`src/rtl/cdb_arbiter.sv`:
```
`default_nettype none
// ============================================================================
// Module      : cdb_arbiter
// Description : Common data bus arbiter. Three completion sources (ALU,
//               branch, mem) each feed a 2-entry FIFO. One live head entry
//               per cycle wins the shared writeback port by round-robin.
//               A branch mispredict squashes younger entries in place. Dead
//               heads drain one per source per cycle without using the bus.
//               Optional macro CDB_BRANCH_PRIORITY_EN: an eligible branch
//               source always wins and does not advance the round-robin
//               pointer.
// Revision    : 1.0 - initial release
// ============================================================================
module cdb_arbiter (
  input  logic         clk,
  input  logic         reset,
  input  logic [2:0]   req_valid,
  output logic [2:0]   req_ready,
  input  logic [20:0]  req_preg,
  input  logic [95:0]  req_data,
  input  logic [14:0]  req_rob_tag,
  input  logic [4:0]   rob_head,
  input  logic         mispredict,
  input  logic [4:0]   mispredict_tag,
  output logic         cdb_valid,
  output logic [6:0]   cdb_preg,
  output logic [31:0]  cdb_data,
  output logic [4:0]   cdb_rob_tag,
  output logic [1:0]   cdb_src
);

  localparam int NUM_SRC = 3;
  localparam int DEPTH   = 2;

  // Age is measured relative to the ROB head so that tag wrap-around is
  // handled; an entry is younger than the branch when it is strictly
  // further from the head. The branch's own tag is never younger.
  function automatic logic is_younger(input logic [4:0] tag,
                                      input logic [4:0] head,
                                      input logic [4:0] br_tag);
    logic [4:0] age_tag;
    logic [4:0] age_br;
    age_tag = tag - head;
    age_br  = br_tag - head;
    return age_tag > age_br;
  endfunction

  // Source index increment modulo 3.
  function automatic logic [1:0] next_src(input logic [1:0] src);
    return (src == 2'd2) ? 2'd0 : src + 2'd1;
  endfunction

  // Per-source FIFO state. Squashed entries stay resident with live=0
  // until they reach the head and are drained.
  logic [1:0]  count_q  [NUM_SRC];
  logic        rd_ptr_q [NUM_SRC];
  logic        wr_ptr_q [NUM_SRC];
  logic        live_q   [NUM_SRC][DEPTH];
  logic [6:0]  preg_q   [NUM_SRC][DEPTH];
  logic [4:0]  tag_q    [NUM_SRC][DEPTH];
  logic [31:0] data_q   [NUM_SRC][DEPTH];
  logic [1:0]  rr_ptr_q;

  logic [NUM_SRC-1:0] head_live;
  logic [NUM_SRC-1:0] head_dead;
  logic [NUM_SRC-1:0] head_killed;
  logic [NUM_SRC-1:0] eligible;
  logic [NUM_SRC-1:0] push;
  logic [NUM_SRC-1:0] pop;

  logic        grant_found;
  logic [1:0]  winner;
  logic        rr_advance;
  logic [1:0]  rr_idx;
  logic [6:0]  win_preg;
  logic [4:0]  win_tag;
  logic [31:0] win_data;

  // Per-source status: ready from registered count only, head liveness,
  // same-cycle squash of the head, and push filtering of younger arrivals.
  always_comb begin
    for (int i = 0; i < NUM_SRC; i++) begin
      req_ready[i]   = (count_q[i] < 2'd2);
      head_live[i]   = (count_q[i] != 2'd0) && live_q[i][rd_ptr_q[i]];
      head_dead[i]   = (count_q[i] != 2'd0) && !live_q[i][rd_ptr_q[i]];
      head_killed[i] = mispredict &&
                       is_younger(tag_q[i][rd_ptr_q[i]], rob_head, mispredict_tag);
      eligible[i]    = head_live[i] && !head_killed[i];
      push[i]        = req_valid[i] && req_ready[i] &&
                       !(mispredict &&
                         is_younger(req_rob_tag[5*i +: 5], rob_head, mispredict_tag));
    end
  end

  // Round-robin search starting at rr_ptr; optional branch override.
  always_comb begin
    grant_found = 1'b0;
    winner      = 2'd0;
    rr_idx      = rr_ptr_q;
    for (int k = 0; k < NUM_SRC; k++) begin
      if (!grant_found && eligible[rr_idx]) begin
        grant_found = 1'b1;
        winner      = rr_idx;
      end
      rr_idx = next_src(rr_idx);
    end
    rr_advance = grant_found;
`ifdef CDB_BRANCH_PRIORITY_EN
    if (eligible[1]) begin
      grant_found = 1'b1;
      winner      = 2'd1;
      rr_advance  = 1'b0;
    end
`endif
  end

  // Pop selection and winner payload mux. A granted head is always live,
  // so a granted pop and a dead-head drain never coincide on one source.
  always_comb begin
    win_preg = '0;
    win_tag  = '0;
    win_data = '0;
    pop      = '0;
    for (int i = 0; i < NUM_SRC; i++) begin
      pop[i] = head_dead[i] || (grant_found && (winner == 2'(i)));
      if (grant_found && (winner == 2'(i))) begin
        win_preg = preg_q[i][rd_ptr_q[i]];
        win_tag  = tag_q[i][rd_ptr_q[i]];
        win_data = data_q[i][rd_ptr_q[i]];
      end
    end
  end

  // FIFO control: squash, push, pop and occupancy; reset discards all.
  always_ff @(posedge clk) begin
    if (reset) begin
      for (int i = 0; i < NUM_SRC; i++) begin
        count_q[i]  <= 2'd0;
        rd_ptr_q[i] <= 1'b0;
        wr_ptr_q[i] <= 1'b0;
        for (int e = 0; e < DEPTH; e++) begin
          live_q[i][e] <= 1'b0;
        end
      end
    end else begin
      for (int i = 0; i < NUM_SRC; i++) begin
        for (int e = 0; e < DEPTH; e++) begin
          if (mispredict && is_younger(tag_q[i][e], rob_head, mispredict_tag)) begin
            live_q[i][e] <= 1'b0;
          end
        end
        // The push slot is always free, so this never overrides a squash
        // of a resident entry.
        if (push[i]) begin
          live_q[i][wr_ptr_q[i]] <= 1'b1;
          wr_ptr_q[i]            <= ~wr_ptr_q[i];
        end
        if (pop[i]) begin
          rd_ptr_q[i] <= ~rd_ptr_q[i];
        end
        count_q[i] <= count_q[i] + {1'b0, push[i]} - {1'b0, pop[i]};
      end
    end
  end

  // FIFO payload storage; contents are qualified by count and live.
  always_ff @(posedge clk) begin
    for (int i = 0; i < NUM_SRC; i++) begin
      if (push[i]) begin
        preg_q[i][wr_ptr_q[i]] <= req_preg[7*i +: 7];
        tag_q[i][wr_ptr_q[i]]  <= req_rob_tag[5*i +: 5];
        data_q[i][wr_ptr_q[i]] <= req_data[32*i +: 32];
      end
    end
  end

  // Round-robin pointer moves past the winner only on a counted grant.
  always_ff @(posedge clk) begin
    if (reset) begin
      rr_ptr_q <= 2'd0;
    end else if (rr_advance) begin
      rr_ptr_q <= next_src(winner);
    end
  end

  // CDB register: a killed head never wins, so a younger load is dropped
  // in the same edge as the mispredict. Payload holds when idle.
  always_ff @(posedge clk) begin
    if (reset) begin
      cdb_valid   <= 1'b0;
      cdb_preg    <= '0;
      cdb_data    <= '0;
      cdb_rob_tag <= '0;
      cdb_src     <= '0;
    end else begin
      cdb_valid <= grant_found;
      if (grant_found) begin
        cdb_preg    <= win_preg;
        cdb_data    <= win_data;
        cdb_rob_tag <= win_tag;
        cdb_src     <= winner;
      end
    end
  end

endmodule
`default_nettype wire

```
`config.mk`:
```
export PLATFORM = sky130hd
export DESIGN_NAME = cdb_arbiter
export DESIGN_NICKNAME = d
export VERILOG_FILES = /design/src/rtl/cdb_arbiter.sv
export SDC_FILE = /design/constraint.sdc
export NUM_CORES = 1
export LEC_CHECK = 0
export ABC_AREA = 1
export CAP_MARGIN = 10
export CORE_AREA = 2 2 258 260
export CTS_CLUSTER_SIZE = 20
export DETAILED_ROUTE_END_ITERATION = 12
export DIE_AREA = 0 0 260 262
export DONT_BUFFER_PORTS = 1
export PLACE_DENSITY_LB_ADDON = 0.08
export SLEW_MARGIN = 20
export SYNTH_ARGS = -nofsm -noshare
export SYNTH_HDL_FRONTEND = slang
export SYNTH_SLANG_ARGS = --single-unit
export TNS_END_PERCENT = 30
```
`constraint.sdc`:
```
create_clock -name clk -period 5.4 [get_ports clk]
set_input_delay 0.54 -clock clk [delete_from_list [all_inputs] [get_ports clk]]
set_output_delay 0.54 -clock clk [all_outputs]
set_load 0.02 [all_outputs]
```
==> impl_results.md, run 1 <==
- Status: finished, final reports clean
- Critical path peak fanout: 13
- Achievable Freq: 0.207 GHz
- Mapped cell area: 16200 um^2
- P per Cell Area: 631 nW/um^2
- IO Pins: 198
- Post-Place Worst Slack: 554 ps
- Htree depth: 2
- Vias per inst: 4.44
- Wire length on met2: 26300 um
- Clk_lat worst skew: 570 ps
- Dpl hpwl: 37400 um
- CTS buffer count: 40
- Period utilisation layout: 0.893
- Worst setup margin: 578 ps
- Leak: 7.62 nW
- FF/Latch Area: 9390 um^2
- Number of buffers added on ports: 0
- Leading area contributor after synthesis: edfxtp_1
- First-pass GRT wire length: 78700 um
- Placeable Area: 65300 um^2
- Required time worst endpoint: 5860 ps
- GRT overflow: 0
- Slew Viols, Final: 0
- Max Root-Sink Buffers: 3
- Routed Antenna Nets: 0
- Min-delay worst type: input port to flip-flop
- Pin count of the biggest net entering global routing: 45
- CTS-repair resized insts: 0
- Worst Tran Pin Value: 711 ps
- R2R depth: 27
- Final GP Congestion: 0.780
- Starting Density: 0.248
- Post-route cell area: 18800 um^2
- Fin crit period: 4820 ps
- Clk_skew: 14.8 ps
- Hold depth: 1
- Die area: 68100 um^2
- Final-report setup violation count: 0
- CTS sink cnt: 331
- CTS tree: yes
- Syn Inst Count: 1541
- Synth Register Bits: 331
- Met1 Wirelength: 23300 um
- Reg clk slew, reported paths: 60 ps
- Wire length on met3: 3400 um
- Max-cap violation count: 0
- Synth warnings: 0
- Share of cells above drive strength 1: 0.103
- Total Routing Usage GR: 0.159
- VDD IR-drop max: 0.341 mV
- Slew headroom: 0.526
- DRT iter0 DRCs: 601
- Startpoint types: flip-flop
- Seq/Total Area, Yosys: 0.580
- Die X: 260 um
- Fin util: 0.289
- DIE HEIGHT: 262 um
- Wire per inst: 22.0 um
- Synth top area cells: edfxtp_1 51%, nand2_1 12%, ha_1 8.4%
- Yosys cell types: 38
- Worst Path Arrival: 5280 ps
- DR top layer: met4
- Vias in the first global route: 11.3k
- Detailed Routing Iterations Pass 1: 5
- # Post-CTS Setup Buffers: 0
- Layout Nets: 1837
- Area fraction of the dominant cell type after synthesis: 0.512
- Area Overhead vs Synth: 16.4%
- Remaining DRCs: 0
- Std cell rows: 94
- Avg Inst Size Synth: 10.5 um^2
- Final hold vios: 0
- Post-CTS Hold Fix Bufs: 0
- Total wire length: 54300 um
- DR vias: 11.0k
- RSZ-0062 raised after global routing: no
- Initial antenna violation count: 2
- Root buffer cell: clkbuf_16
- Net Count, Synth: 1811
- DP Area: 17500 um^2
- Sum Neg Setup Slack: 0 ps
- CP Class: flip-flop to flip-flop
- Multi-input logic area: 6260 um^2
- CP Capture Type: flip-flop
- Fill count: 6749
[routing by layer]
layer	track usage	vias to the layer above
met2	0.275	207
met4	0.0439	0
met3	0.0475	71
met1	0.193	5293
met5	0	-
li1	-	5382
[power breakdown]
part	leakage [nW]	switching, W	internal [W]	total, W
Combinational	3.95	0.00373	0.00165	0.00538
Sequential	3.02	0.000337	0.00337	0.00371
Clock	0.662	0.00112	0.00168	0.00280
Total	7.62	0.00518	0.00670	0.0119
[path summary, 6_finish.rpt]
kind / start / to / slack, ps
min: reset / rr_ptr_q[0] / 40
max reg2reg: rd_ptr_q[0][1] / count_q[0][5] / 580
max: rd_ptr_q[0][1] / count_q[0][5] / 580
min reg2reg: count_q[0][5] / count_q[0][5] / 480
[cells in the final DEF, fill, tap and decap left out, types with 3 or more instances in the layout]
master       n
nand3_1     81
nor2_1      41
clkbuf_1    11
dfxtp_1     55
clkinv_2     3
clkbuf_16   40
o2111ai_1    3
inv_2        6
o211ai_1    44
buf_12       7
a31oi_1     47
edfxtp_1   276
or2_2       40
clkinv_1     5
o311ai_0     3
nand4_1      5
inv_6        3
a21oi_1     55
nand2_1    507
xor2_1      49
inv_1       84
buf_4       35
ha_1       109
a21o_1       4
o21ai_0     15
fa_1        13
clkbuf_8     8
xnor2_1     12
o221ai_1     5
nand3_2      4
nor2_4       7
bufinv_16    4
[cell usage after synthesis (all sizes together)]
master	n
a2111oi	1
clkbuf	35
nor2	50
o22ai	2
o211ai	44
o221ai	5
dfxtp	55
a211oi	1
a21o	4
o2111ai	3
and2	2
or2	40
ha	109
o21ai	15
edfxtp	276
xor2	49
o311ai	3
nand2	509
mux2i	2
xnor2	12
a21oi	55
nand4	5
nand3	86
buf	23
inv	89
a31oi	47
nor3	2
clkinv	3
fa	13
nand3b	1
[cell families after synthesis]
group	synth area share
compound gates	0.0698
fa+ha+maj	0.100
flops	0.580
simple gates	0.179
mux	0.00124
xor+xnor	0.0330
buf+inv	0.0370
[flip-flops by register name, summed over array words and instances (netlist names)]
name,flops
rr_ptr_q,2
tag_q,30
cdb_data,32
wr_ptr_q,3
cdb_preg,7
rd_ptr_q,3
cdb_rob_tag,5
cdb_src,2
count_q,6
data_q,192
preg_q,42
cdb_valid,1
live_q,6
[per-stage QoR]
step	cells	power, W	hold WS, ps
2_1_floorplan	1541	0.00722	443
3_3_place_gp	2389	0.00931	466
3_5_place_dp	2389	0.00931	472
4_1_cts	2463	0.0122	3.75
5_1_grt	2463	0.0129	11.7
6_report	2465	0.0119	38.4
[final cells by class]
type                            count  share of cell area
Sequential cell                   331               0.498
Inverter                           92              0.0183
Clock buffer                       59              0.0611
Multi-Input combinational cell   1060               0.332
Antenna cell                        2            0.000266
Timing Repair Buffer               42              0.0214
Tap cell                          864              0.0574
Clock inverter                     15              0.0112
[worst max-delay path, cell delays in order, from the launching register on]
cell and delay (ps):
edfxtp_1 640, buf_4 330, nand2_1 70, o21ai_0 130, ha_1 200, inv_1 60, fa_1 410, a31oi_1 190
xor2_1 180, ha_1 260, nand2_1 90, inv_1 50, nand2_1 60, nand3_1 70, nand2_1 60, nand2_1 90
nand2_1 110, nand3_2 120, nand4_1 150, nand2_2 170, nor2_1 310, inv_1 80, ha_1 280, inv_1 40
ha_1 200, xor2_1 150, o21ai_0 150, a21oi_1 50
Power figures use the tool's default switching activity.
==> inputs of run 2 (changes only) <==
--- a/config.mk
+++ b/config.mk
@@ -6,7 +6,9 @@
 export NUM_CORES = 1
 export LEC_CHECK = 0
 export ABC_AREA = 1
-export CAP_MARGIN = 10
+export CAP_MARGIN = 30
+export CELL_PAD_IN_SITES_DETAIL_PLACEMENT = 1
+export CELL_PAD_IN_SITES_GLOBAL_PLACEMENT = 1
 export CORE_AREA = 2 2 258 260
 export CTS_CLUSTER_SIZE = 20
 export DETAILED_ROUTE_END_ITERATION = 12
==> impl_results.md, run 2 (synthesized netlist as in run 1, its figures left out) <==
- Status: finished, final reports clean
- DIE HEIGHT: 262 um
- Worst Path Arrival: 5260 ps
- Final GP Congestion: 0.794
- Most Frequent Cell on Critical Path: nand2_1
- P per Cell Area: 623 nW/um^2
- Largest register FFs: 192
- Post-CTS Hold Fix Bufs: 0
- Worst path max stage delay: 560 ps
- Slew headroom: 0.426
- Pin count of the biggest net entering global routing: 45
- Power Total: 0.0118 W
- Hold EP: rr_ptr_q[1]
- Final-report setup violation count: 0
- Max Root-Sink Buffers: 3
- Reg clk slew, reported paths: 70 ps
- Number of buffers added on ports: 0
- Starting Density: 0.248
- Worst path buffer plus inverter count: 4
- Period utilisation layout: 0.893
- DRT iter0 DRCs: 470
- CP Capture Type: flip-flop
- Multi-input logic area: 6260 um^2
- Routed Antenna Nets: 0
- CP top delay family: adder cells
- Most frequent cells in the layout: 507 x nand2_1, 276 x edfxtp_1, 109 x ha_1, 84 x inv_1, 81 x nand3_1
- Final hold vios: 0
- RSZ-0062 raised after global routing: no
- # Post-CTS Setup Buffers: 0
- Dpl hpwl: 38100 um
- Htree depth: 2
- First-pass GRT wire length: 81100 um
- Area Overhead vs Synth: 16.4%
- Hold depth: 1
- Reg2Reg Setup Slack: 580 ps
- Leak: 7.63 nW
- Worst Tran Pin Value: 861 ps
- Std cell rows: 94
- Slew Viols, Final: 0
- VDD IR-drop max: 0.668 mV
- Clk_lat worst skew: 560 ps
- Die area: 68100 um^2
- Achievable Freq: 0.207 GHz
- Vias per inst: 4.49
- Total Routing Usage GR: 0.163
- Fin Hold WS: 54.2 ps
- Share of cells above drive strength 1: 0.104
- Levels on crit path: 26
- Die X: 260 um
- R2R Path Start: rd_ptr_q[0][1]
- GRT overflow: 0
- Layout Nets: 1844
- FF/Latch Area: 9390 um^2
- DR vias: 11.1k
- Most common cell after layout, fill and taps aside: nand2_1
- Fill count: 7290
- CTS buffer count: 41
- Root buffer cell: clkbuf_16
- Total wire length: 55300 um
- CTS tree: yes
- ANT cells: 0
- Worst reg2reg endpoint: count_q[0][1]
- Vias in the first global route: 12.0k
- Min-delay worst type: input port to flip-flop
- Placeable Area: 65300 um^2
- CP Class: flip-flop to flip-flop
- Max stage delay cell, worst path: edfxtp_1
- Startpoint types: flip-flop
- Clk_skew: 21.1 ps
- Hold_sp: reset
- Max-cap violation count: 0
- R2R depth: 26
- Fin crit period: 4820 ps
- Remaining DRCs: 0
- Initial antenna violation count: 0
- Detailed Routing Iterations Pass 1: 4
- CTS sink cnt: 331
- Required time worst endpoint: 5840 ps
- Critical path peak fanout: 6
- Wire per inst: 22.4 um
- CTS-repair resized insts: 0
- IO Pins: 198
==> run 2: worst max path at each step <==
| stage | from | endpoint |
|---|---|---|
| after floorplan | rob_head[1] | data_q[0][100] |
| after CTS | rd_ptr_q[0][1] | count_q[0][1] |
| after detailed placement | rd_ptr_q[0][1] | count_q[0][1] |
| after global routing | rd_ptr_q[0][1] | count_q[0][1] |
| final | rd_ptr_q[0][1] | count_q[0][1] |
| after global placement | rd_ptr_q[0][1] | count_q[0][5] |
==> run 2: area by class of cell <==
type / count / share of cell area
inverters: 92 / 0.0183
flip-flops and latches: 331 / 0.498
well taps: 864 / 0.0574
clock inverters: 10 / 0.00750
repair buffers: 48 / 0.0238
clock buffers: 64 / 0.0628
multi-input cells: 1060 / 0.332
==> run 2: power breakdown <==
group	switching (W)	total, W	internal [W]	leakage [nW]
combinational	0.00366	0.00529	0.00163	3.97
clock	0.00110	0.00275	0.00165	0.640
sequential	0.000340	0.00371	0.00337	3.02
total	0.00510	0.0118	0.00666	7.63
==> run 2: metal layers <==
| metal | routed length (um) | track usage | up-vias |
|---|---|---|---|
| met4 | 797 | 0.0356 | 0 |
| met5 | 0 | 0 | - |
| met3 | 3010 | 0.0410 | 50 |
| li1 | - | - | 5393 |
| met1 | 23700 | 0.199 | 5468 |
| met2 | 27800 | 0.291 | 171 |
==> run 2: metrics by stage <==
| step | TNS (ps) | std cells | cell area, um^2 | setup slack (ps) | util |
|---|---|---|---|---|---|
| 2_1_floorplan | -48930 | 1541 | 16200 | -230 | - |
| 3_3_place_gp | 0 | 2395 | 17500 | 526 | 0.268 |
| 3_5_place_dp | 0 | 2395 | 17500 | 572 | 0.268 |
| 4_1_cts | 0 | 2469 | 18800 | 551 | 0.289 |
| 5_1_grt | 0 | 2469 | 18800 | 198 | 0.289 |
| 6_report | 0 | 2469 | 18800 | 579 | 0.289 |
